`src/rtl/frame_arbiter_if.sv`:
```
// Source-FIFO, padder and output-monitor signals of the frame arbiter.
// The master modport is the arbiter's view; slave is the surrounding datapath.
interface frame_arbiter_if #(
  parameter int DWIDTH = 8
);
  logic              req0_rd_en;
  logic [DWIDTH-1:0] req0_dout;
  logic              req0_empty;
  logic              req1_rd_en;
  logic [DWIDTH-1:0] req1_dout;
  logic              req1_empty;
  logic              pad_rd_en;
  logic [DWIDTH-1:0] pad_dout;
  logic              pad_empty;
  logic              out_wr_en;
  logic              done_valid;
  logic              done_id;
  logic              busy;
  logic              err_orphan;

  modport master (
    output req0_rd_en, req1_rd_en, pad_dout, pad_empty,
           done_valid, done_id, busy, err_orphan,
    input  req0_dout, req0_empty, req1_dout, req1_empty,
           pad_rd_en, out_wr_en
  );

  modport slave (
    input  req0_rd_en, req1_rd_en, pad_dout, pad_empty,
           done_valid, done_id, busy, err_orphan,
    output req0_dout, req0_empty, req1_dout, req1_empty,
           pad_rd_en, out_wr_en
  );
endinterface

```
`src/rtl/frame_arbiter.sv`:
```
// Frame-granular round-robin arbiter feeding one padder from two pixel FIFOs,
// tagging each completed output frame with the source it was granted from.
module frame_arbiter #(
  parameter int DWIDTH     = 8,
  parameter int IMG_WIDTH  = 720,
  parameter int IMG_HEIGHT = 540,
  parameter int ID_DEPTH   = 4
) (
  input  logic           clock,
  input  logic           reset,
  frame_arbiter_if.master bus
);

  localparam int unsigned FRAME_PX = IMG_WIDTH * IMG_HEIGHT;
  localparam logic [23:0] LAST_PX  = 24'(FRAME_PX - 1);
  localparam int          PTR_W    = $clog2(ID_DEPTH);
  localparam int          CNT_W    = PTR_W + 1;

  typedef enum logic {IDLE, STREAM} state_t;

  state_t            state_q, state_d;
  logic              grant_q, grant_d;
  logic              last_grant_q, last_grant_d;
  logic [23:0]       in_cnt_q, in_cnt_d;
  logic [23:0]       out_cnt_q;
  logic              done_valid_q, done_id_q, err_orphan_q;

  logic [ID_DEPTH-1:0] id_mem;
  logic [PTR_W-1:0]    wr_ptr_q, rd_ptr_q;
  logic [CNT_W-1:0]    id_cnt_q;

  logic              push, pop, q_full, q_empty;
  logic              accept, src_empty, other, other_empty;
  logic [DWIDTH-1:0] src_dout;

  assign q_full  = (id_cnt_q == CNT_W'(ID_DEPTH));
  assign q_empty = (id_cnt_q == '0);

  assign src_empty   = grant_q ? bus.req1_empty : bus.req0_empty;
  assign src_dout    = grant_q ? bus.req1_dout  : bus.req0_dout;
  assign other       = ~last_grant_q;
  assign other_empty = other ? bus.req1_empty : bus.req0_empty;

  // NOTE: every signal driven here gets a default first so no path can infer a latch.
  always_comb begin
    state_d      = state_q;
    grant_d      = grant_q;
    last_grant_d = last_grant_q;
    in_cnt_d     = in_cnt_q;
    push         = 1'b0;
    accept       = 1'b0;
    bus.pad_empty = 1'b1;
    bus.pad_dout  = bus.req0_dout;
    unique case (state_q)
      IDLE: begin
        if (!q_full && (!bus.req0_empty || !bus.req1_empty)) begin
          grant_d  = other_empty ? last_grant_q : other;
          push     = 1'b1;
          in_cnt_d = '0;
          state_d  = STREAM;
        end
      end
      STREAM: begin
        bus.pad_empty = src_empty;
        bus.pad_dout  = src_dout;
        accept        = bus.pad_rd_en & ~src_empty;
        if (accept) begin
          if (in_cnt_q == LAST_PX) begin
            state_d      = IDLE;
            last_grant_d = grant_q;
            in_cnt_d     = '0;
          end else begin
            in_cnt_d = in_cnt_q + 24'd1;
          end
        end
      end
      default: state_d = IDLE;
    endcase
  end

  assign bus.req0_rd_en = accept & ~grant_q;
  assign bus.req1_rd_en = accept &  grant_q;

  // NOTE: sequential state uses non-blocking assignments so every register samples pre-edge values.
  always_ff @(posedge clock or posedge reset) begin
    if (reset) begin
      state_q      <= IDLE;
      grant_q      <= 1'b0;
      last_grant_q <= 1'b1;
      in_cnt_q     <= '0;
    end else begin
      state_q      <= state_d;
      grant_q      <= grant_d;
      last_grant_q <= last_grant_d;
      in_cnt_q     <= in_cnt_d;
    end
  end

  // Output side tracks padder writes independently of the input state.
  assign pop = bus.out_wr_en & ~q_empty & (out_cnt_q == LAST_PX);

  always_ff @(posedge clock or posedge reset) begin
    if (reset) begin
      out_cnt_q    <= '0;
      done_valid_q <= 1'b0;
      done_id_q    <= 1'b0;
      err_orphan_q <= 1'b0;
    end else begin
      done_valid_q <= pop;
      if (pop) done_id_q <= id_mem[rd_ptr_q];
      if (bus.out_wr_en) begin
        if (q_empty)  err_orphan_q <= 1'b1;
        else if (pop) out_cnt_q    <= '0;
        else          out_cnt_q    <= out_cnt_q + 24'd1;
      end
    end
  end

  always_ff @(posedge clock or posedge reset) begin
    if (reset) begin
      wr_ptr_q <= '0;
      rd_ptr_q <= '0;
      id_cnt_q <= '0;
    end else begin
      if (push) wr_ptr_q <= wr_ptr_q + PTR_W'(1);
      if (pop)  rd_ptr_q <= rd_ptr_q + PTR_W'(1);
      unique case ({push, pop})
        2'b10:   id_cnt_q <= id_cnt_q + CNT_W'(1);
        2'b01:   id_cnt_q <= id_cnt_q - CNT_W'(1);
        default: id_cnt_q <= id_cnt_q;
      endcase
    end
  end

  // NOTE: ID storage is not reset; an entry is only read after it has been written.
  always_ff @(posedge clock) begin
    if (push) id_mem[wr_ptr_q] <= grant_d;
  end

  assign bus.done_valid = done_valid_q;
  assign bus.done_id    = done_id_q;
  assign bus.err_orphan = err_orphan_q;
  assign bus.busy       = (state_q == STREAM) || !q_empty;

endmodule

```
`src/flat_wrapper.sv`:
```
// flat-port wrapper written by rule: the top's interface ports become plain ports
module frame_arbiter_flat 
#(
  parameter int DWIDTH     = 8,
  parameter int IMG_WIDTH  = 720,
  parameter int IMG_HEIGHT = 540,
  parameter int ID_DEPTH   = 4
)
  (clock, reset, bus_req0_rd_en, bus_req1_rd_en, bus_pad_dout, bus_pad_empty, bus_done_valid, bus_done_id, bus_busy, bus_err_orphan, bus_req0_dout, bus_req0_empty, bus_req1_dout, bus_req1_empty, bus_pad_rd_en, bus_out_wr_en);
  frame_arbiter_if #(.DWIDTH(DWIDTH)) bus_i ();
  input  logic clock;
  input  logic reset;
  output wire logic [$bits(bus_i.req0_rd_en)-1:0] bus_req0_rd_en;
  output wire logic [$bits(bus_i.req1_rd_en)-1:0] bus_req1_rd_en;
  output wire logic [$bits(bus_i.pad_dout)-1:0] bus_pad_dout;
  output wire logic [$bits(bus_i.pad_empty)-1:0] bus_pad_empty;
  output wire logic [$bits(bus_i.done_valid)-1:0] bus_done_valid;
  output wire logic [$bits(bus_i.done_id)-1:0] bus_done_id;
  output wire logic [$bits(bus_i.busy)-1:0] bus_busy;
  output wire logic [$bits(bus_i.err_orphan)-1:0] bus_err_orphan;
  input wire logic [$bits(bus_i.req0_dout)-1:0] bus_req0_dout;
  input wire logic [$bits(bus_i.req0_empty)-1:0] bus_req0_empty;
  input wire logic [$bits(bus_i.req1_dout)-1:0] bus_req1_dout;
  input wire logic [$bits(bus_i.req1_empty)-1:0] bus_req1_empty;
  input wire logic [$bits(bus_i.pad_rd_en)-1:0] bus_pad_rd_en;
  input wire logic [$bits(bus_i.out_wr_en)-1:0] bus_out_wr_en;
  assign bus_req0_rd_en = bus_i.req0_rd_en;
  assign bus_req1_rd_en = bus_i.req1_rd_en;
  assign bus_pad_dout = bus_i.pad_dout;
  assign bus_pad_empty = bus_i.pad_empty;
  assign bus_done_valid = bus_i.done_valid;
  assign bus_done_id = bus_i.done_id;
  assign bus_busy = bus_i.busy;
  assign bus_err_orphan = bus_i.err_orphan;
  assign bus_i.req0_dout = bus_req0_dout;
  assign bus_i.req0_empty = bus_req0_empty;
  assign bus_i.req1_dout = bus_req1_dout;
  assign bus_i.req1_empty = bus_req1_empty;
  assign bus_i.pad_rd_en = bus_pad_rd_en;
  assign bus_i.out_wr_en = bus_out_wr_en;
  frame_arbiter #(.DWIDTH(DWIDTH), .IMG_WIDTH(IMG_WIDTH), .IMG_HEIGHT(IMG_HEIGHT), .ID_DEPTH(ID_DEPTH)) u_core (.clock(clock), .reset(reset), .bus(bus_i));
endmodule
```
`config.mk`:
```
export PLATFORM = sky130hd
export DESIGN_NAME = frame_arbiter_flat
export DESIGN_NICKNAME = d
export VERILOG_FILES = /design/src/rtl/frame_arbiter_if.sv /design/src/rtl/frame_arbiter.sv /design/src/flat_wrapper.sv
export SDC_FILE = /design/constraint.sdc
export NUM_CORES = 1
export LEC_CHECK = 0
export BUFFER_PORTS_ARGS = -buffer_cell sky130_fd_sc_hd__buf_4
export CAP_MARGIN = 40
export CORE_MARGIN = 8
export CORE_UTILIZATION = 55
export CTS_BUF_LIST = sky130_fd_sc_hd__clkbuf_4 sky130_fd_sc_hd__clkbuf_8
export CTS_CLUSTER_SIZE = 30
export DETAILED_ROUTE_END_ITERATION = 10
export PLACE_DENSITY = 0.72
export SYNTH_ARGS = -nofsm -noshare
export SYNTH_HDL_FRONTEND = slang
export SYNTH_SLANG_ARGS = --single-unit
```
`constraint.sdc`:
```
create_clock -name clock -period 6.2 [get_ports clock]
set_input_delay 0.31 -clock clock [delete_from_list [all_inputs] [get_ports clock]]
set_output_delay 0.31 -clock clock [all_outputs]
set_load 0.005 [all_outputs]
```
==> summary.md <==
| Metric | Value |
|---|---|
| Post-DP HPWL | `5.30 mm` |
| Die area | `9390 um2` |
| Via density | `5.84` |
| I/O pin total | `37` |
| Crit path DAT | `2.99 ns` |
| Share of cells above drive strength 1 | `19.3%` |
| RD Place Congestion | `0.804` |
| Number of synthesized register bits | `65` |
| Tmin final | `2.73 ns` |
| Grt ovf | `0` |
| Residual DRC | `0` |
| CTS Buf Count | `9` |
| Worst min path class | `in2async` |
| Fmax achieved | `between 300 and 400 MHz` |
| Reg2Reg Setup Slack | `3.47 ns` |
| Starting Density | `56.7%` |
| CTS tree | `built` |
| Worst-margin pin slew | `0.777 ns` |
| Max-cap violations | `0` |
| Via count | `roughly 2800` |
| Gr usage total | `between 15 and 20%` |
| Netlist Area Pre-Place | `3600 um2` |
| DR iter-0 viols | `185` |
| Clock tree buffer depth | `2` |
| Critical path data required time | `6.47 ns` |
| Critical setup path kind | `reg2reg` |
| Die W | `around 97 um` |
| Final Cycle Share | `a little over two fifths` |
| Core ar. | `6350 um2` |
| WL per Instance | `15.7 um` |
| Maximum vdd ir drop | `0.214 mV` |
| Port bufs | `36` |
| Post-synthesis sequential area ratio | `45.8%` |
| R2r worst-path depth | `9` |
| Worst-Skew Late Latency | `0.34 ns` |
| CTS Root Buffer Type | `clkbuf_8` |
| DRT Wirelength | `7.57 mm` |
| Worst-path clk slew | `0.08 ns` |
| Clock sink total | `65` |
| Initial antenna violation count | `0` |
| Row Count | `29` |
| Pleak | `approximately 1.9 nW` |
| NumNets Final | `430` |
| Setup crit start kind | `register` |
| Synth cell types | `57` |
| Number of synthesized flops with an enable pin | `4` |
| Number of gates resized after CTS | `0` |
| Post-DP Area | `approximately 4000 um2` |
| Top_reg_cell synth | `dfrtp_1` |
| Syn Inst Count | `366` |
| H-tree levels | `3` |
| Synth Net Count | `slightly below 400` |
| RSZ-0062 raised after global routing | `no` |
| First-pass GRT wire length | `13.0 mm` |
| Pwr per Cell Area | `around 320 nW/um2` |
| Ant. Diodes | `0` |
| Hold-fix buffers at CTS | `0` |
| Worst R2R Start | `u_core.id_cnt_q[0]` |
| Clk_skew | `roughly 0.008 ns` |
| CP endpoint kind | `register` |
| Worst R2R End | `u_core.id_cnt_q[2]` |
| Fin worst setup slack | `between 3 and 4 ns` |
| Number of global-route vias before repair | `2773` |
| Place WS | `3.45 ns` |
| Die H | `96.9 um` |
| Post-synth ARST share | `a little over nine tenths` |
| Worst-path fanout max | `11` |
| Largest net degree at the start of global routing | `62` |
| Post-DRT Antenna Nets | `0` |
| Mean area per synthesized cell | `about 9.8 um2` |
| Fill cell count | `490` |
| Final hold violation count | `0` |
| Rel. slew slack | `48.2%` |
| Fin. max-slew vios | `0` |
| Ys Warns | `0` |
| Area Overhead vs Synth | `13.8%` |
| Post-CTS Setup Bufs | `0` |
| Design area | `4100 um2` |
| Setup TNS | `0 ns` |
| Drt first pass iters | `4` |
| Status | `finished clean` |
| Setup violations, final | `0` |
-- worst max-delay path by stage --
stage,startpoint,endpoint,slack (ns),cells after the start
floorplan,u_core.id_cnt_q[0],u_core.id_cnt_q[2],3.83,11
global placement,u_core.id_cnt_q[0],u_core.id_cnt_q[2],3.60,9
detailed placement,u_core.id_cnt_q[0],u_core.id_cnt_q[2],3.45,9
CTS,u_core.id_cnt_q[0],u_core.id_cnt_q[2],3.47,9
global route,u_core.id_cnt_q[0],u_core.id_cnt_q[2],3.25,9
finish,u_core.id_cnt_q[0],u_core.id_cnt_q[2],3.47,9
-- logic make-up after synthesis --
| logic type | count (synthesis) | share of synthesized area, % |
|---|---|---|
| AND/OR/NAND/NOR | 160 | 24.5 |
| flip-flops | 65 | 45.8 |
| AO/OA/AOI/OAI | 61 | 11.7 |
| buffers and inverters | 31 | 3.79 |
| XOR/XNOR | 25 | 6.08 |
| multiplexers | 16 | 5.14 |
| adder cells (fa/ha/maj) | 8 | 2.99 |
-- flip-flops by register name (all words and copies together), names as in the netlist --
| register | flops |
|---|---|
| u_core.wr_ptr_q | 2 |
| u_core.bus.done_id | 1 |
| u_core.bus.err_orphan | 1 |
| u_core.in_cnt_q | 24 |
| u_core.out_cnt_q | 24 |
| u_core.state_q | 1 |
| u_core.id_mem | 4 |
| u_core.bus.done_valid | 1 |
| u_core.rd_ptr_q | 2 |
| u_core.last_grant_q | 1 |
| u_core.id_cnt_q | 3 |
| u_core.grant_q | 1 |
-- worst max-delay path, cell delays in order, from the launching register on --
cell and delay, ns:
dfrtp_1 0.43, o31a_1 0.30, and3_1 0.32, and3_1 0.48, ha_1 0.27, inv_1 0.06, fa_1 0.38, xor2_1 0.15
nor2_1 0.11, xor2_1 0.15
-- stage by stage --
step	power (mW)	cells	hold slack (ns)	utilization (%)
final	1.30	482	0.191	64.5
after global routing	1.38	482	0.216	64.5
after CTS	1.31	482	0.214	64.5
after detailed placement	0.955	466	0.458	61.5
after global placement	0.938	466	0.447	61.5
after floorplan	0.837	366	0.427	-
-- synthesized netlist by cell type (3+ instances only) --
library cell,instances,area [um2]
a21o_1,3,22.5
a21oi_1,12,60.1
a31oi_1,9,56.3
and2_1,4,25.0
and3_1,19,119
and4_1,5,43.8
buf_2,3,15.0
clkbuf_1,8,30.0
dfrtp_1,60,1500
edfxtp_1,4,120
ha_1,7,87.6
inv_1,17,63.8
mux2_2,9,101
mux2i_1,5,50.1
nand2_1,41,154
nand3_1,25,125
nand4_1,12,75.1
nor2_1,26,97.6
nor3_1,5,25.0
nor4_1,5,31.3
o21ai_0,14,70.1
o22ai_1,7,43.8
o31ai_1,3,22.5
or2b_1,3,22.5
xnor2_1,10,87.6
xor2_1,15,131
-- power breakdown --
part	internal [mW]	total, mW	switching, mW
clock network	0.185	0.358	0.173
registers	0.513	0.607	0.0942
logic	0.154	0.338	0.184
-- layout by cell type (no fill, tap or decap), types with 10 or more instances in the layout --
master    n
nor2_1   26
buf_4    37
nand4_1  12
xnor2_1  10
nand2_1  41
dfrtp_1  60
xor2_1   15
a21oi_1  12
inv_1    16
nand3_1  25
o21ai_0  14
and3_1   19
-- layout make-up --
class                      instances  area (um2)  area share, %
tap                               77        96.3           2.35
sequential                        65        1650           40.2
timing repair buffer              37         278           6.78
clock buffer                       9         124           3.02
multi-input combinational        270        1820           44.3
clock inverter                     7        70.1           1.71
inverter                          17        63.8           1.56
-- layer usage --
| layer | GRT usage [%] | wire length (um) | up-vias |
|---|---|---|---|
| li1 | - | - | 1390 |
| met1 | 20.4 | 3450 | 1333 |
| met2 | 26.3 | 3570 | 78 |
| met3 | 4.13 | 420 | 14 |
| met4 | 7.34 | 134 | 0 |
| met5 | 0 | 0 | - |
No activity file was read; power rests on OpenSTA's default activity.
